==> src/rtl/tlu_ch_tx_if.sv <==
// tlu_ch_tx_if: the three-wire EUDET-style trigger link between one TLU
// channel and one DUT port.
//   TLU_TRIGGER  TLU -> DUT  trigger pulse / serial trigger-ID data
//   TLU_BUSY     DUT -> TLU  DUT busy (asynchronous to the TLU clock)
//   TLU_CLOCK    DUT -> TLU  DUT readout clock (asynchronous)
// master = TLU side, slave = DUT side.
interface tlu_ch_tx_if;
  logic TLU_TRIGGER;
  logic TLU_BUSY;
  logic TLU_CLOCK;

  modport master (output TLU_TRIGGER, input TLU_BUSY, input TLU_CLOCK);
  modport slave  (input TLU_TRIGGER, output TLU_BUSY, output TLU_CLOCK);
endinterface

==> src/rtl/tlu_ch_tx.sv <==
// tlu_ch_tx: per-channel TLU trigger transmitter toward one DUT port.
// Issues an accepted trigger as a fixed pulse (MODE 0), a busy handshake
// (MODE 1/3) or a busy handshake followed by a DUT-clocked, LSB-first
// serial trigger-ID readout (MODE 2). Single CLK40 domain; the DUT's
// BUSY and CLOCK lines are synchronised internally.
//
// Ports:
//   CLK40, RST_N      clock, asynchronous active-low reset
//   EN                channel enable (gates new accepts only)
//   MODE              0 pulse, 1 busy handshake, 2 data handshake, 3 = 1
//   PULSE_LEN         mode-0 high time in cycles (0 acts as 1)
//   TIMEOUT           cycle limit per wait phase (0 disables)
//   TRIG_START/TRIG_ID request strobe and ID, taken when READY=1
//   READY             idle and able to accept (combinational)
//   lnk               DUT link (TLU_TRIGGER out, TLU_BUSY/TLU_CLOCK in)
//   TIMEOUT_ERR       one-cycle pulse on a timeout abort
//   TIMEOUT_CNT       saturating count of timeout aborts
//   LAST_ID           last accepted ID
//   ACK_LATENCY       trigger-to-busy latency; only live when the macro
//                     TLU_CH_TX_ACK_LATENCY_EN is defined, else tied to 0
module tlu_ch_tx #(
  parameter int ID_BITS     = 15,
  parameter int SYNC_STAGES = 2
) (
  input  logic               CLK40,
  input  logic               RST_N,
  input  logic               EN,
  input  logic [1:0]         MODE,
  input  logic [7:0]         PULSE_LEN,
  input  logic [15:0]        TIMEOUT,
  input  logic               TRIG_START,
  input  logic [ID_BITS-1:0] TRIG_ID,
  output logic               READY,
  tlu_ch_tx_if.master        lnk,
  output logic               TIMEOUT_ERR,
  output logic [7:0]         TIMEOUT_CNT,
  output logic [ID_BITS-1:0] LAST_ID,
  output logic [15:0]        ACK_LATENCY
);

  localparam int SS = (SYNC_STAGES < 2) ? 2 : SYNC_STAGES;
  localparam int BW = $clog2(ID_BITS + 1);

  typedef enum logic [2:0] {
    IDLE, PULSE, WAIT_ACK, SHIFT, WAIT_RELEASE
  } state_t;

  state_t             state, state_nxt;
  logic               trig, trig_nxt;
  logic [SS-1:0]      busy_sync, clk_sync;
  logic               busy_s, clk_s, clk_s_d, clk_rise;
  logic               data_mode;
  logic [ID_BITS-1:0] id_sr;
  logic [BW-1:0]      bit_cnt;
  logic [7:0]         pcnt, plen;
  logic [15:0]        to_cnt;
  logic               accept, to_hit, to_fire, shift_en, waiting;

  // ---------------- DUT input synchronisers ----------------
  always_ff @(posedge CLK40 or negedge RST_N) begin
    if (!RST_N) begin
      busy_sync <= '0;
      clk_sync  <= '0;
      clk_s_d   <= 1'b0;
    end else begin
      busy_sync <= {busy_sync[SS-2:0], lnk.TLU_BUSY};
      clk_sync  <= {clk_sync[SS-2:0], lnk.TLU_CLOCK};
      clk_s_d   <= clk_s;
    end
  end

  assign busy_s   = busy_sync[SS-1];
  assign clk_s    = clk_sync[SS-1];
  assign clk_rise = clk_s & ~clk_s_d;

  assign READY  = (state == IDLE) & EN & ((MODE == 2'd0) | ~busy_s);
  assign accept = TRIG_START & READY;

  assign waiting = (state == WAIT_ACK) | (state == SHIFT) | (state == WAIT_RELEASE);
  // Fires in the cycle the phase has lasted TIMEOUT cycles; the abort is
  // visible on the following edge.
  assign to_hit  = (TIMEOUT != 16'd0) && ({1'b0, to_cnt} + 17'd1 >= {1'b0, TIMEOUT});

  // ---------------- FSM: state register ----------------
  always_ff @(posedge CLK40 or negedge RST_N) begin
    if (!RST_N) begin
      state <= IDLE;
      trig  <= 1'b0;
    end else begin
      state <= state_nxt;
      trig  <= trig_nxt;
    end
  end

  // ---------------- FSM: next state / line value ----------------
  // A busy change (progress) always beats a timeout in the same cycle.
  always_comb begin
    state_nxt = state;
    trig_nxt  = trig;
    to_fire   = 1'b0;
    shift_en  = 1'b0;
    case (state)
      IDLE: begin
        trig_nxt = 1'b0;
        if (accept) begin
          trig_nxt  = 1'b1;
          state_nxt = (MODE == 2'd0) ? PULSE : WAIT_ACK;
        end
      end
      PULSE: begin
        if (pcnt >= plen) begin
          trig_nxt  = 1'b0;
          state_nxt = IDLE;
        end
      end
      WAIT_ACK: begin
        if (busy_s) begin
          trig_nxt  = 1'b0;
          state_nxt = data_mode ? SHIFT : WAIT_RELEASE;
        end else if (to_hit) begin
          trig_nxt  = 1'b0;
          to_fire   = 1'b1;
          state_nxt = IDLE;
        end
      end
      SHIFT: begin
        if (!busy_s) begin
          // DUT gave up early: clean return, not an error
          trig_nxt  = 1'b0;
          state_nxt = IDLE;
        end else if (to_hit) begin
          trig_nxt  = 1'b0;
          to_fire   = 1'b1;
          state_nxt = IDLE;
        end else if (clk_rise) begin
          if (bit_cnt == BW'(ID_BITS)) begin
            // one clock beyond the ID: park the line low
            trig_nxt  = 1'b0;
            state_nxt = WAIT_RELEASE;
          end else begin
            trig_nxt = id_sr[0];
            shift_en = 1'b1;
          end
        end
      end
      WAIT_RELEASE: begin
        trig_nxt = 1'b0;
        if (!busy_s) begin
          state_nxt = IDLE;
        end else if (to_hit) begin
          to_fire   = 1'b1;
          state_nxt = IDLE;
        end
      end
      default: begin
        trig_nxt  = 1'b0;
        state_nxt = IDLE;
      end
    endcase
  end

  assign lnk.TLU_TRIGGER = trig;

  // ---------------- datapath ----------------
  always_ff @(posedge CLK40 or negedge RST_N) begin
    if (!RST_N) begin
      data_mode   <= 1'b0;
      id_sr       <= '0;
      bit_cnt     <= '0;
      pcnt        <= 8'd0;
      plen        <= 8'd0;
      to_cnt      <= 16'd0;
      TIMEOUT_ERR <= 1'b0;
      TIMEOUT_CNT <= 8'd0;
      LAST_ID     <= '0;
    end else begin
      TIMEOUT_ERR <= to_fire;
      if (to_fire && TIMEOUT_CNT != 8'hFF)
        TIMEOUT_CNT <= TIMEOUT_CNT + 8'd1;

      if (accept) begin
        data_mode <= (MODE == 2'd2);
        id_sr     <= TRIG_ID;
        LAST_ID   <= TRIG_ID;
        bit_cnt   <= '0;
        pcnt      <= 8'd1;
        plen      <= (PULSE_LEN == 8'd0) ? 8'd1 : PULSE_LEN;
      end else begin
        if (state == PULSE)
          pcnt <= pcnt + 8'd1;
        if (shift_en) begin
          id_sr   <= id_sr >> 1;
          bit_cnt <= bit_cnt + BW'(1);
        end
      end

      // per-phase timeout counter restarts on every state change
      if (state_nxt != state)
        to_cnt <= 16'd0;
      else if (waiting && to_cnt != 16'hFFFF)
        to_cnt <= to_cnt + 16'd1;
    end
  end

`ifdef TLU_CH_TX_ACK_LATENCY_EN
  // ACK_LATENCY = number of cycles TLU_TRIGGER was high before BUSY_S was
  // seen, synchroniser delay included; 0xFFFF marks a timeout.
  logic [15:0] lat_cnt, ack_lat;

  always_ff @(posedge CLK40 or negedge RST_N) begin
    if (!RST_N) begin
      lat_cnt <= 16'd0;
      ack_lat <= 16'd0;
    end else begin
      if (accept && MODE != 2'd0)
        lat_cnt <= 16'd0;
      else if (state == WAIT_ACK && lat_cnt != 16'hFFFF)
        lat_cnt <= lat_cnt + 16'd1;

      if (to_fire)
        ack_lat <= 16'hFFFF;
      else if (state == WAIT_ACK && busy_s)
        ack_lat <= (lat_cnt == 16'hFFFF) ? 16'hFFFF : lat_cnt + 16'd1;
    end
  end

  assign ACK_LATENCY = ack_lat;
`else
  assign ACK_LATENCY = 16'd0;
`endif

endmodule

==> src/flat_wrapper.sv <==
// flat-port wrapper written by rule: the top's interface ports become plain ports
module tlu_ch_tx_flat 
#(
  parameter int ID_BITS     = 15,
  parameter int SYNC_STAGES = 2
)
  (CLK40, RST_N, EN, MODE, PULSE_LEN, TIMEOUT, TRIG_START, TRIG_ID, READY, TIMEOUT_ERR, TIMEOUT_CNT, LAST_ID, ACK_LATENCY, lnk_TLU_TRIGGER, lnk_TLU_BUSY, lnk_TLU_CLOCK);
  tlu_ch_tx_if lnk_i ();
  input  logic CLK40;
  input  logic RST_N;
  input  logic EN;
  input  logic [1:0] MODE;
  input  logic [7:0] PULSE_LEN;
  input  logic [15:0] TIMEOUT;
  input  logic TRIG_START;
  input  logic [ID_BITS-1:0] TRIG_ID;
  output logic READY;
  output logic TIMEOUT_ERR;
  output logic [7:0] TIMEOUT_CNT;
  output logic [ID_BITS-1:0] LAST_ID;
  output logic [15:0] ACK_LATENCY;
  output wire logic [$bits(lnk_i.TLU_TRIGGER)-1:0] lnk_TLU_TRIGGER;
  input wire logic [$bits(lnk_i.TLU_BUSY)-1:0] lnk_TLU_BUSY;
  input wire logic [$bits(lnk_i.TLU_CLOCK)-1:0] lnk_TLU_CLOCK;
  assign lnk_TLU_TRIGGER = lnk_i.TLU_TRIGGER;
  assign lnk_i.TLU_BUSY = lnk_TLU_BUSY;
  assign lnk_i.TLU_CLOCK = lnk_TLU_CLOCK;
  tlu_ch_tx #(.ID_BITS(ID_BITS), .SYNC_STAGES(SYNC_STAGES)) u_core (.CLK40(CLK40), .RST_N(RST_N), .EN(EN), .MODE(MODE), .PULSE_LEN(PULSE_LEN), .TIMEOUT(TIMEOUT), .TRIG_START(TRIG_START), .TRIG_ID(TRIG_ID), .READY(READY), .lnk(lnk_i), .TIMEOUT_ERR(TIMEOUT_ERR), .TIMEOUT_CNT(TIMEOUT_CNT), .LAST_ID(LAST_ID), .ACK_LATENCY(ACK_LATENCY));
endmodule
==> config.mk <==
export PLATFORM = sky130hd
export DESIGN_NAME = tlu_ch_tx_flat
export DESIGN_NICKNAME = d
export VERILOG_FILES = /design/src/rtl/tlu_ch_tx_if.sv /design/src/rtl/tlu_ch_tx.sv /design/src/flat_wrapper.sv
export SDC_FILE = /design/constraint.sdc
export NUM_CORES = 1
export LEC_CHECK = 0
export BUFFER_PORTS_ARGS = -buffer_cell sky130_fd_sc_hd__buf_2
export CAP_MARGIN = 20
export CORE_ASPECT_RATIO = 0.6
export CORE_MARGIN = 2
export CORE_UTILIZATION = 35
export DETAILED_ROUTE_END_ITERATION = 10
export GPL_ROUTABILITY_DRIVEN = 1
export PLACE_DENSITY = 0.59
export SLEW_MARGIN = 15
export SYNTH_ARGS = -nofsm -noshare
export SYNTH_HDL_FRONTEND = slang
export SYNTH_SLANG_ARGS = --single-unit
==> constraint.sdc <==
create_clock -name CLK40 -period 4.2 [get_ports CLK40]
set_clock_uncertainty 0.1 [all_clocks]
set_input_delay 0.42 -clock CLK40 [delete_from_list [all_inputs] [get_ports CLK40]]
set_output_delay 0.42 -clock CLK40 [all_outputs]
set_load 0.005 [all_outputs]
==> impl_metrics.py, run 1 <==
metrics = {
    "power_and_ir_drop": {
        "seq_power_share_pct": 43.2,
        "power.leakage_uw": 0.00284,
        "power_density_nw_per_um2": 502,
        "p_switching_uw": 916,
        "pwr-share-comb_pct": 29.3,
        "p_sw_share_pct": 33.2,
        "ir_worst_vdd_mv": 0.219,
        "internal-power_uw": 1840,
        "p_clk_share_pct": 27.5,
    },
    "finish": {
        "fill_cells": 1299,
        "fin_cells": 765,
        "final_cell_mix": "nand2_1 (106), dfrtp_1 (85), buf_2 (71), nor2_1 (44), inv_1 (30)",
        "final_common_cell": "nand2_1",
        "syn_to_final_growth_pct": 15.5,
        "drive_gt1_share_pct": 17.3,
        "nets": 666,
        "multiInputGateArea_um2": 2360,
        "final_core_util_pct": 42.1,
        "regArea_um2": 2130,
        "antenna_cells": 0,
    },
    "setup_path": {
        "worstPathArrival_ns": 3.97,
        "path_class": "flip-flop to flip-flop",
        "required_ns": 4.31,
        "cp-start-kind": "flip-flop",
        "cp_max_fo": 16,
        "crit_path_end_kind": "flip-flop",
    },
    "synth": {
        "synth.area.top_cells": "dfrtp_1 (45%), nand2_1 (8.4%), ha_1 (7.4%), xnor2_1 (4.2%), xor2_1 (3.9%)",
        "synth-seq-area-share_pct": 44.7,
        "synth_compound_area_share_pct": 11.6,
        "synth_top_family_by_area": "simple AND/OR/NAND/NOR gates",
        "netlist_area_um2": 4750,
        "synth_fa_ha_area_share_pct": 7.37,
        "yosysWarnings": 0,
        "synthCells": 523,
        "ys_ff_latch": 85,
        "syn_avg_cell_area_um2": 9.09,
        "synthDistinctLibCells": 54,
        "synth_top_area_cell": "dfrtp_1",
        "synth-xor-area-share_pct": 8.11,
        "synthArstFlopShare_pct": 100,
        "synthMuxAreaShare_pct": 0.658,
        "synth_edf_count": 0,
        "synth-simple-area-share_pct": 20.6,
        "synth_top_cell_area_share_pct": 44.7,
        "dominantRegCellSynth": "dfrtp_1",
    },
    "placement": {
        "place_congestion": 0.894,
        "placed_cells": 750,
        "dp_hpwl_mm": 7.66,
        "port_buffers": 72,
        "post-place-ws_ns": 0.390,
    },
    "timing": {
        "hold_viol_final": 0,
        "fin_crit_sh_pct": 91.9,
        "relSlewSlack_pct": 48.1,
        "finalSetupViolCount": 0,
        "rsz0062_at_grt": "false",
        "fmax_mhz": 259,
        "worstMarginPinSlew_ns": 0.774,
        "period_needed_ns": 3.86,
        "setup_slack_ns": 0.340,
        "drv_slew": 0,
        "setup_tns_ns": 0,
    },
    "drt": {
        "routed_wl_mm": 10.4,
        "drtIter0Drc": 269,
        "drc": 0,
        "ant_nets": 0,
        "vias": 3769,
        "viasPerCell": 4.93,
        "avgRoutedWirePerCell_um": 13.6,
        "first_pass_iters": 4,
    },
    "global_route": {
        "grt_use_total_pct": 15.1,
        "grt_use_met3_pct": 3.69,
        "grt_pass1_wl_mm": 17.6,
        "overflow": 0,
        "globalRouteMet1Util_pct": 22.0,
        "grt_max_degree": 86,
        "antenna_found_initial": 0,
        "top_usage_layer": "met2",
        "grt_util_met2_pct": 22.5,
        "grt_pass1_vias": 3636,
    },
    "clock_network": {
        "clock_sinks": 85,
        "cts_resized": 0,
        "clk_latency_ns": 0.33,
        "htreeDepth": 3,
        "cts_buffers": 9,
        "root_buffer": "clkbuf_16",
        "cts_hold_buf": 0,
        "cts.clk_slew.worst_paths_ns": 0.06,
        "post_cts_buffers": 0,
        "clockBufferDepth": 2,
        "cts_tree": "done",
    },
    "die": {
        "rows": 32,
        "io-pin-count": 89,
        "fp.dieW_um": 154,
        "fp.coreArea_um2": 13100,
        "die_h_um": 94.3,
        "die_area_um2": 14600,
        "initial_core_util_pct": 36.4,
    },
    "run": {
        "drv_cap": 0,
    },
    "status": {
        "status": "completed",
    },
    "min_path": {
        "hold_path.class": "primary input to asynchronous set/reset pin",
    },
}
final timing paths:
kind / start / endpoint / slack, ns / cells past startpoint
min in group CLK40: lnk_TLU_CLOCK / u_core.clk_sync[0]$_DFF_PN0_ / 0.09 / 1
worst max-delay path: u_core.to_cnt[2]$_DFFE_PN0P_ / u_core.to_cnt[5]$_DFFE_PN0P_ / 0.34 / 14
worst min-delay path: RST_N / u_core.to_cnt[0]$_DFFE_PN0P_ / 0.03 / 1
worst max register to register: u_core.to_cnt[2]$_DFFE_PN0P_ / u_core.to_cnt[5]$_DFFE_PN0P_ / 0.34 / 14
worst min register to register: u_core.clk_sync[0]$_DFF_PN0_ / u_core.clk_sync[1]$_DFF_PN0_ / 0.25 / 0
max in group asynchronous: RST_N / u_core.busy_sync[1]$_DFF_PN0_ / 3.42 / 1
kinds of logic after synthesis:
kind of cell | count (synthesis)
buf+inv | 65
mux | 3
simple gates | 212
compound gates | 85
other cells | 1
flops | 85
xor+xnor | 44
fa+ha+maj | 28
layer usage:
metal | routed length (um) | vias up
met4 | 118 | 0
met1 | 5330 | 1774
met5 | 0 | -
met2 | 4340 | 118
li1 | - | 1862
met3 | 579 | 15
cell usage after synthesis, types with 9 or more instances:
cell type and instances:
ha_1 28, nand3_1 16, dfrtp_1 85, a21oi_1 28, inv_1 30, nor3_1 9
o21ai_0 18, nand2_1 106, nor2_1 44, a21o_1 16, buf_4 17, xor2_1 21
nand4_1 13, xnor2_1 23
stage by stage:
step | total power [uW] | cell area (um2) | hold slack [ns]
detailed placement | 2010 | 5210 | 0.237
CTS | 2780 | 5490 | 0.0752
global route | 2970 | 5490 | 0.0686
floorplan | 1750 | 4810 | 0.0244
finish | 2750 | 5490 | 0.0272
global placement | 1980 | 5210 | 0.239
critical path, cell delays in order, from the launching register on:
cell and delay, ns:
dfrtp_1 0.43, nand3_1 0.16, or2_2 0.38, nor3_1 0.44, nand3_1 0.19, xnor2_1 0.20, ha_1 0.27, nand3_1 0.09
o41ai_1 0.07, a221oi_1 0.33, o211ai_2 0.27, a221o_1 0.42, o211ai_2 0.07, buf_4 0.24, nor2_1 0.07
sequential cells by signal (all words and copies together), names as in the netlist:
name,flops
u_core.busy_sync,2
u_core.state,3
u_core.TIMEOUT_ERR,1
u_core.bit_cnt,4
u_core.pcnt,8
u_core.clk_s_d,1
u_core.clk_sync,2
u_core.TIMEOUT_CNT,8
u_core.data_mode,1
u_core.plen,8
u_core.lnk.TLU_TRIGGER,1
u_core.id_sr,15
u_core.LAST_ID,15
u_core.to_cnt,16
power groups by stage:
stage / Sequential (uW) / Combinational [uW] / Clock [uW]
floorplan: 1170 / 578 / 0
global placement: 1190 / 783 / 0
detailed placement: 1200 / 809 / 0
CTS: 1190 / 812 / 780
global route: 1220 / 926 / 821
finish: 1190 / 806 / 757
area by class of cell:
| class | instances | area share (%) |
|---|---|---|
| Clock inverter | 5 | 0.957 |
| Multi-Input combinational cell | 388 | 42.9 |
| Sequential cell | 85 | 38.7 |
| Inverter | 31 | 2.12 |
| Tap cell | 170 | 3.87 |
| Timing Repair Buffer | 76 | 7.22 |
| Clock buffer | 10 | 4.17 |
No activity file was read; power rests on OpenSTA's default activity.
==> run 2, diff against run 1 <==
--- a/config.mk
+++ b/config.mk
@@ -10,6 +10,7 @@
 export CORE_ASPECT_RATIO = 0.6
 export CORE_MARGIN = 2
 export CORE_UTILIZATION = 35
+export CTS_BUF_LIST = sky130_fd_sc_hd__clkbuf_2
 export DETAILED_ROUTE_END_ITERATION = 10
 export GPL_ROUTABILITY_DRIVEN = 1
 export PLACE_DENSITY = 0.59
==> impl_metrics.py, run 2 (synthesized netlist as in run 1, its figures left out) <==
metrics = {
    "timing": {
        "relSlewSlack_pct": 47.9,
        "worstMarginPinSlew_ns": 0.775,
        "finalSetupViolCount": 0,
        "fin_crit_sh_pct": 92.5,
        "drv_slew": 0,
        "fmax_mhz": 257,
        "rsz0062_at_grt": "false",
        "setup_tns_ns": 0,
        "setup_slack_ns": 0.313,
        "fin_hold_ws_ns": 0.240,
        "hold_viol_final": 0,
        "period_needed_ns": 3.89,
    },
    "global_route": {
        "grt_pass1_vias": 3748,
        "grt_use_total_pct": 15.6,
        "grt_pass1_wl_mm": 18.1,
        "grt_max_degree": 86,
        "antenna_found_initial": 0,
        "overflow": 0,
    },
    "finish": {
        "fill_cells": 1293,
        "regArea_um2": 2130,
        "largest_reg_flops": 16,
        "multiInputGateArea_um2": 2360,
        "reg_top3": "u_core.to_cnt: 16 flops, u_core.LAST_ID: 15 flops, u_core.id_sr: 15 flops",
        "nets": 694,
        "final_cell_mix": "nand2_1 (106), dfrtp_1 (85), buf_2 (71), nor2_1 (44), inv_1 (30)",
        "final_core_util_pct": 42.9,
        "syn_to_final_growth_pct": 17.7,
        "drive_gt1_share_pct": 16.7,
        "final_common_cell": "nand2_1",
        "largest-register": "u_core.to_cnt",
    },
    "drt": {
        "avgRoutedWirePerCell_um": 13.5,
        "drc": 0,
        "vias": 3870,
        "first_pass_iters": 5,
        "ant_nets": 0,
        "drtIter0Drc": 284,
        "viasPerCell": 4.87,
        "routed_wl_mm": 10.7,
    },
    "setup_path": {
        "rrSetupSlack_ns": 0.31,
        "cp-start-kind": "flip-flop",
        "reg2reg_from": "u_core.to_cnt[2]$_DFFE_PN0P_",
        "rr_worst_depth": 14,
        "path_class": "flip-flop to flip-flop",
        "cp_max_fo": 16,
        "required_ns": 4.54,
        "rr_endpoint": "u_core.to_cnt[5]$_DFFE_PN0P_",
        "crit_path_end_kind": "flip-flop",
        "worstPathArrival_ns": 4.23,
    },
    "power_and_ir_drop": {
        "seq_power_share_pct": 49.0,
        "power_density_nw_per_um2": 432,
        "internal-power_uw": 1530,
        "p_total_uw": 2420,
        "p_switching_uw": 888,
        "pwr-share-comb_pct": 34.2,
        "p_clk_share_pct": 16.8,
        "p_sw_share_pct": 36.7,
        "ir_worst_vdd_mv": 0.188,
        "power.leakage_uw": 0.00289,
    },
    "placement": {
        "post-place-ws_ns": 0.390,
        "place_congestion": 0.894,
        "port_buffers": 72,
        "dp_hpwl_mm": 7.66,
    },
    "die": {
        "fp.dieW_um": 154,
        "rows": 32,
        "io-pin-count": 89,
        "initial_core_util_pct": 36.4,
        "die_area_um2": 14600,
        "die_h_um": 94.3,
        "fp.coreArea_um2": 13100,
    },
    "clock_network": {
        "cts.clk_slew.worst_paths_ns": 0.22,
        "htreeDepth": 3,
        "clock_sinks": 85,
        "cts_buffers": 9,
        "clk_latency_ns": 0.55,
        "root_buffer": "clkbuf_2",
        "clockBufferDepth": 2,
        "post_cts_buffers": 0,
        "cts_tree": "done",
    },
    "min_path": {
        "whs_endpoint": "u_core.state[0]$_DFF_PN0_",
        "hold_depth": 4,
        "hold_path.class": "primary input to flip-flop",
        "worstHoldStart": "MODE[0]",
    },
    "run": {
        "drv_cap": 0,
    },
    "status": {
        "status": "completed",
    },
}
==> run 2: timing repair <==
action	in CTS	in global routing
hold buffers	25	3
endpoints found under the hold margin	110	2
gates resized for setup	0	0
==> run 2: stage by stage <==
stage / cells / cell area [um2]
2_1_floorplan: 538 / 4810
3_3_place_gp: 750 / 5210
3_5_place_dp: 750 / 5210
4_1_cts: 790 / 5560
5_1_grt: 793 / 5590
6_report: 794 / 5600
==> run 2: final cells by class <==
cell class / instances / share of cell area [%]
repair buffers: 104 / 12.1
inverters: 31 / 2.08
clock buffers: 10 / 0.894
well taps: 170 / 3.80
flip-flops and latches: 85 / 38.0
clock inverters: 5 / 0.939
multi-input cells: 388 / 42.1
diodes: 1 / 0.0447
==> run 2: worst max-delay path by stage <==
stage,endpoint,cells after the start,slack [ns],from
floorplan,u_core.to_cnt[8]$_DFFE_PN0P_,13,0.79,u_core.to_cnt[2]$_DFFE_PN0P_
global placement,u_core.to_cnt[8]$_DFFE_PN0P_,13,0.56,u_core.to_cnt[2]$_DFFE_PN0P_
detailed placement,u_core.to_cnt[5]$_DFFE_PN0P_,14,0.39,u_core.to_cnt[2]$_DFFE_PN0P_
CTS,u_core.to_cnt[5]$_DFFE_PN0P_,13,0.33,u_core.to_cnt[2]$_DFFE_PN0P_
global route,u_core.to_cnt[5]$_DFFE_PN0P_,14,0.09,u_core.to_cnt[0]$_DFFE_PN0P_
finish,u_core.to_cnt[5]$_DFFE_PN0P_,14,0.31,u_core.to_cnt[2]$_DFFE_PN0P_
==> run 2: power groups by stage <==
stage | logic, uW | registers (uW) | clock network [uW]
after floorplan | 578 | 1170 | 0
after global placement | 783 | 1190 | 0
after detailed placement | 809 | 1200 | 0
after CTS | 831 | 1190 | 424
after global routing | 951 | 1220 | 466
final | 827 | 1190 | 406
==> run 2: layer usage <==
metal  GRT usage, %  wire [um]
met3           4.20        500
met1           22.4       5450
met5              0          0
met4           3.86        161
met2           23.4       4640
==> run 2: worst max-delay path, cell delays in order (launching register included) <==
cell and delay, ns:
dfrtp_1 0.48, nand3_1 0.16, or2_2 0.37, nor3_1 0.45, nand3_1 0.19, xnor2_1 0.20
ha_1 0.27, nand3_1 0.09, o41ai_1 0.07, a221oi_1 0.33, o211ai_2 0.26, a221o_1 0.42
o211ai_2 0.07, buf_4 0.23, nor2_1 0.07
==> run 3, diff against run 2 <==
--- a/config.mk
+++ b/config.mk
@@ -7,7 +7,7 @@
 export LEC_CHECK = 0
 export BUFFER_PORTS_ARGS = -buffer_cell sky130_fd_sc_hd__buf_2
 export CAP_MARGIN = 20
-export CORE_ASPECT_RATIO = 0.6
+export CORE_ASPECT_RATIO = 1.2
 export CORE_MARGIN = 2
 export CORE_UTILIZATION = 35
 export CTS_BUF_LIST = sky130_fd_sc_hd__clkbuf_2
==> constraint.sdc (replaced) <==
create_clock -name CLK40 -period 4.35 [get_ports CLK40]
set_clock_uncertainty 0.1 [all_clocks]
set_input_delay 0.435 -clock CLK40 [delete_from_list [all_inputs] [get_ports CLK40]]
set_output_delay 0.435 -clock CLK40 [all_outputs]
set_load 0.005 [all_outputs]
==> impl_metrics.py, run 3 (synthesized netlist as in run 1, its figures left out) <==
metrics = {
    "global_route": {
        "grt_max_degree": 86,
        "grt_pass1_vias": 3714,
        "grt_use_total_pct": 14.4,
        "antenna_found_initial": 0,
        "overflow": 0,
        "grt_pass1_wl_mm": 16.9,
    },
    "drt": {
        "viasPerCell": 4.84,
        "drc": 0,
        "avgRoutedWirePerCell_um": 12.5,
        "drtIter0Drc": 271,
        "ant_nets": 0,
        "vias": 3827,
        "first_pass_iters": 4,
        "routed_wl_mm": 9.90,
    },
    "timing": {
        "rsz0062_at_grt": "false",
        "hold_viol_final": 0,
        "fin_crit_sh_pct": 88.1,
        "fmax_mhz": 261,
        "setup_tns_ns": 0,
        "drv_slew": 0,
        "period_needed_ns": 3.83,
        "worstMarginPinSlew_ns": 0.751,
        "finalSetupViolCount": 0,
        "relSlewSlack_pct": 49.9,
    },
    "placement": {
        "dp_hpwl_mm": 7.14,
        "placed_cells": 747,
        "placed_cell_area_um2": 5200,
        "place_congestion": 0.874,
        "port_buffers": 72,
    },
    "power_and_ir_drop": {
        "internal-power_uw": 1660,
        "p_switching_uw": 840,
        "power_density_nw_per_um2": 441,
        "power.leakage_uw": 0.00292,
        "pwr-share-comb_pct": 31.2,
        "ir_worst_vdd_mv": 0.259,
        "seq_power_share_pct": 45.9,
        "p_sw_share_pct": 33.7,
        "p_clk_share_pct": 22.9,
    },
    "finish": {
        "largest-register": "u_core.to_cnt",
        "final_cell_mix": "nand2_1 (106), dfrtp_1 (85), buf_2 (71), nor2_1 (44), inv_1 (30)",
        "fin_cells": 790,
        "antenna_cells": 0,
        "final_common_cell": "nand2_1",
        "reg_top3": "u_core.to_cnt: 16 flops, u_core.LAST_ID: 15 flops, u_core.id_sr: 15 flops",
        "drive_gt1_share_pct": 16.7,
        "fin_area_um2": 5660,
        "nets": 692,
        "syn_to_final_growth_pct": 19.1,
        "largest_reg_flops": 16,
    },
    "setup_path": {
        "required_ns": 4.68,
        "cp-start-kind": "flip-flop",
        "cp_max_fo": 16,
        "worstPathArrival_ns": 4.16,
        "path_class": "flip-flop to flip-flop",
        "crit_path_end_kind": "flip-flop",
    },
    "clock_network": {
        "htreeDepth": 3,
        "clockBufferDepth": 2,
        "clk_latency_ns": 0.55,
        "cts.clk_slew.worst_paths_ns": 0.20,
        "post_cts_buffers": 0,
        "cts_buffers": 9,
        "root_buffer": "clkbuf_2",
        "clock_sinks": 85,
        "cts_tree": "done",
    },
    "die": {
        "initial_core_util_pct": 35.9,
        "die_area_um2": 14500,
        "rows": 46,
        "io-pin-count": 89,
        "fp.coreArea_um2": 13200,
        "fp.dieW_um": 110,
        "die_h_um": 132,
    },
    "min_path": {
        "hold_path.class": "primary input to flip-flop",
    },
    "run": {
        "drv_cap": 0,
    },
    "status": {
        "status": "completed",
    },
}
run 3: changes by cell type in the layout (fill, tap and decap cells not counted):
cell           previous run  this run
buf_4                     4         3
bufinv_16                 1         4
clkbuf_2                 10        12
clkinv_2                  3         0
clkinvlp_4                1         0
diode_2                   1         0
dlygate4sd3_1            28        27
o211ai_2                  2         1
o211ai_4                  0         1
run 3: critical path, cell delays in order, from the launching register on:
cell and delay (ns):
dfrtp_1 0.47, nand3_1 0.17, or2_2 0.38, nor3_1 0.42, nand3_1 0.18, xnor2_1 0.21, ha_1 0.27, and3_1 0.18
a221oi_1 0.31, o211ai_2 0.27, a221o_1 0.45, o211ai_4 0.21, nor2_1 0.10
run 3: path summary, 6_finish.rpt:
path / start / end / cells past startpoint / slack (ns)
hold / removal: PULSE_LEN[0] / u_core.plen[0]$_DFFE_PN0P_ / 3 / 0.09
min in group asynchronous: RST_N / u_core.LAST_ID[6]$_DFFE_PN0P_ / 2 / 0.36
setup / recovery: u_core.to_cnt[0]$_DFFE_PN0P_ / u_core.to_cnt[3]$_DFFE_PN0P_ / 12 / 0.52
hold reg to reg: u_core.busy_sync[0]$_DFF_PN0_ / u_core.busy_sync[1]$_DFF_PN0_ / 0 / 0.28
max in group asynchronous: RST_N / u_core.plen[7]$_DFFE_PN0P_ / 2 / 3.27
setup reg to reg: u_core.to_cnt[0]$_DFFE_PN0P_ / u_core.to_cnt[3]$_DFFE_PN0P_ / 12 / 0.52
run 3: power by group through the flow:
stage                     Combinational [uW]  Clock (uW)  Sequential, uW
final                                    779         571            1150
after global routing                     903         626            1170
after CTS                                781         592            1140
after detailed placement                 760           0            1160
after global placement                   738           0            1150
after floorplan                          558           0            1130
run 3: metrics by stage:
| step | hold slack (ns) | util [%] | setup WS [ns] | power [uW] |
|---|---|---|---|---|
| floorplan | 0.0394 | - | 0.943 | 1690 |
| global placement | 0.241 | 39.3 | 0.509 | 1890 |
| detailed placement | 0.247 | 39.3 | 0.432 | 1920 |
| CTS | 0.0407 | 42.7 | 0.422 | 2520 |
| global route | 0.0156 | 42.8 | 0.152 | 2700 |
| finish | 0.0949 | 42.8 | 0.520 | 2500 |
run 3: layout make-up:
type,count,area [um2]
flip-flops and latches,85,2130
repair buffers,102,659
well taps,168,210
fillers,1339,7580
clock inverters,4,120
inverters,31,116
multi-input cells,388,2370
clock buffers,12,60.1
run 3: routing by layer:
| metal | global-route usage (%) | part of all wire, % | vias up |
|---|---|---|---|
| li1 | - | - | 1918 |
| met1 | 18.3 | 45 | 1782 |
| met2 | 23.6 | 48 | 109 |
| met3 | 3.32 | 5.3 | 18 |
| met4 | 5.21 | 1.5 | 0 |
| met5 | 0 | 0 | - |
run 3: what timing repair did:
action | in CTS | in global routing
hold endpoints to repair | 111 | 0
resized for setup | 0 | 1
hold buffers | 27 | 0
setup endpoints to repair | 0 | 8
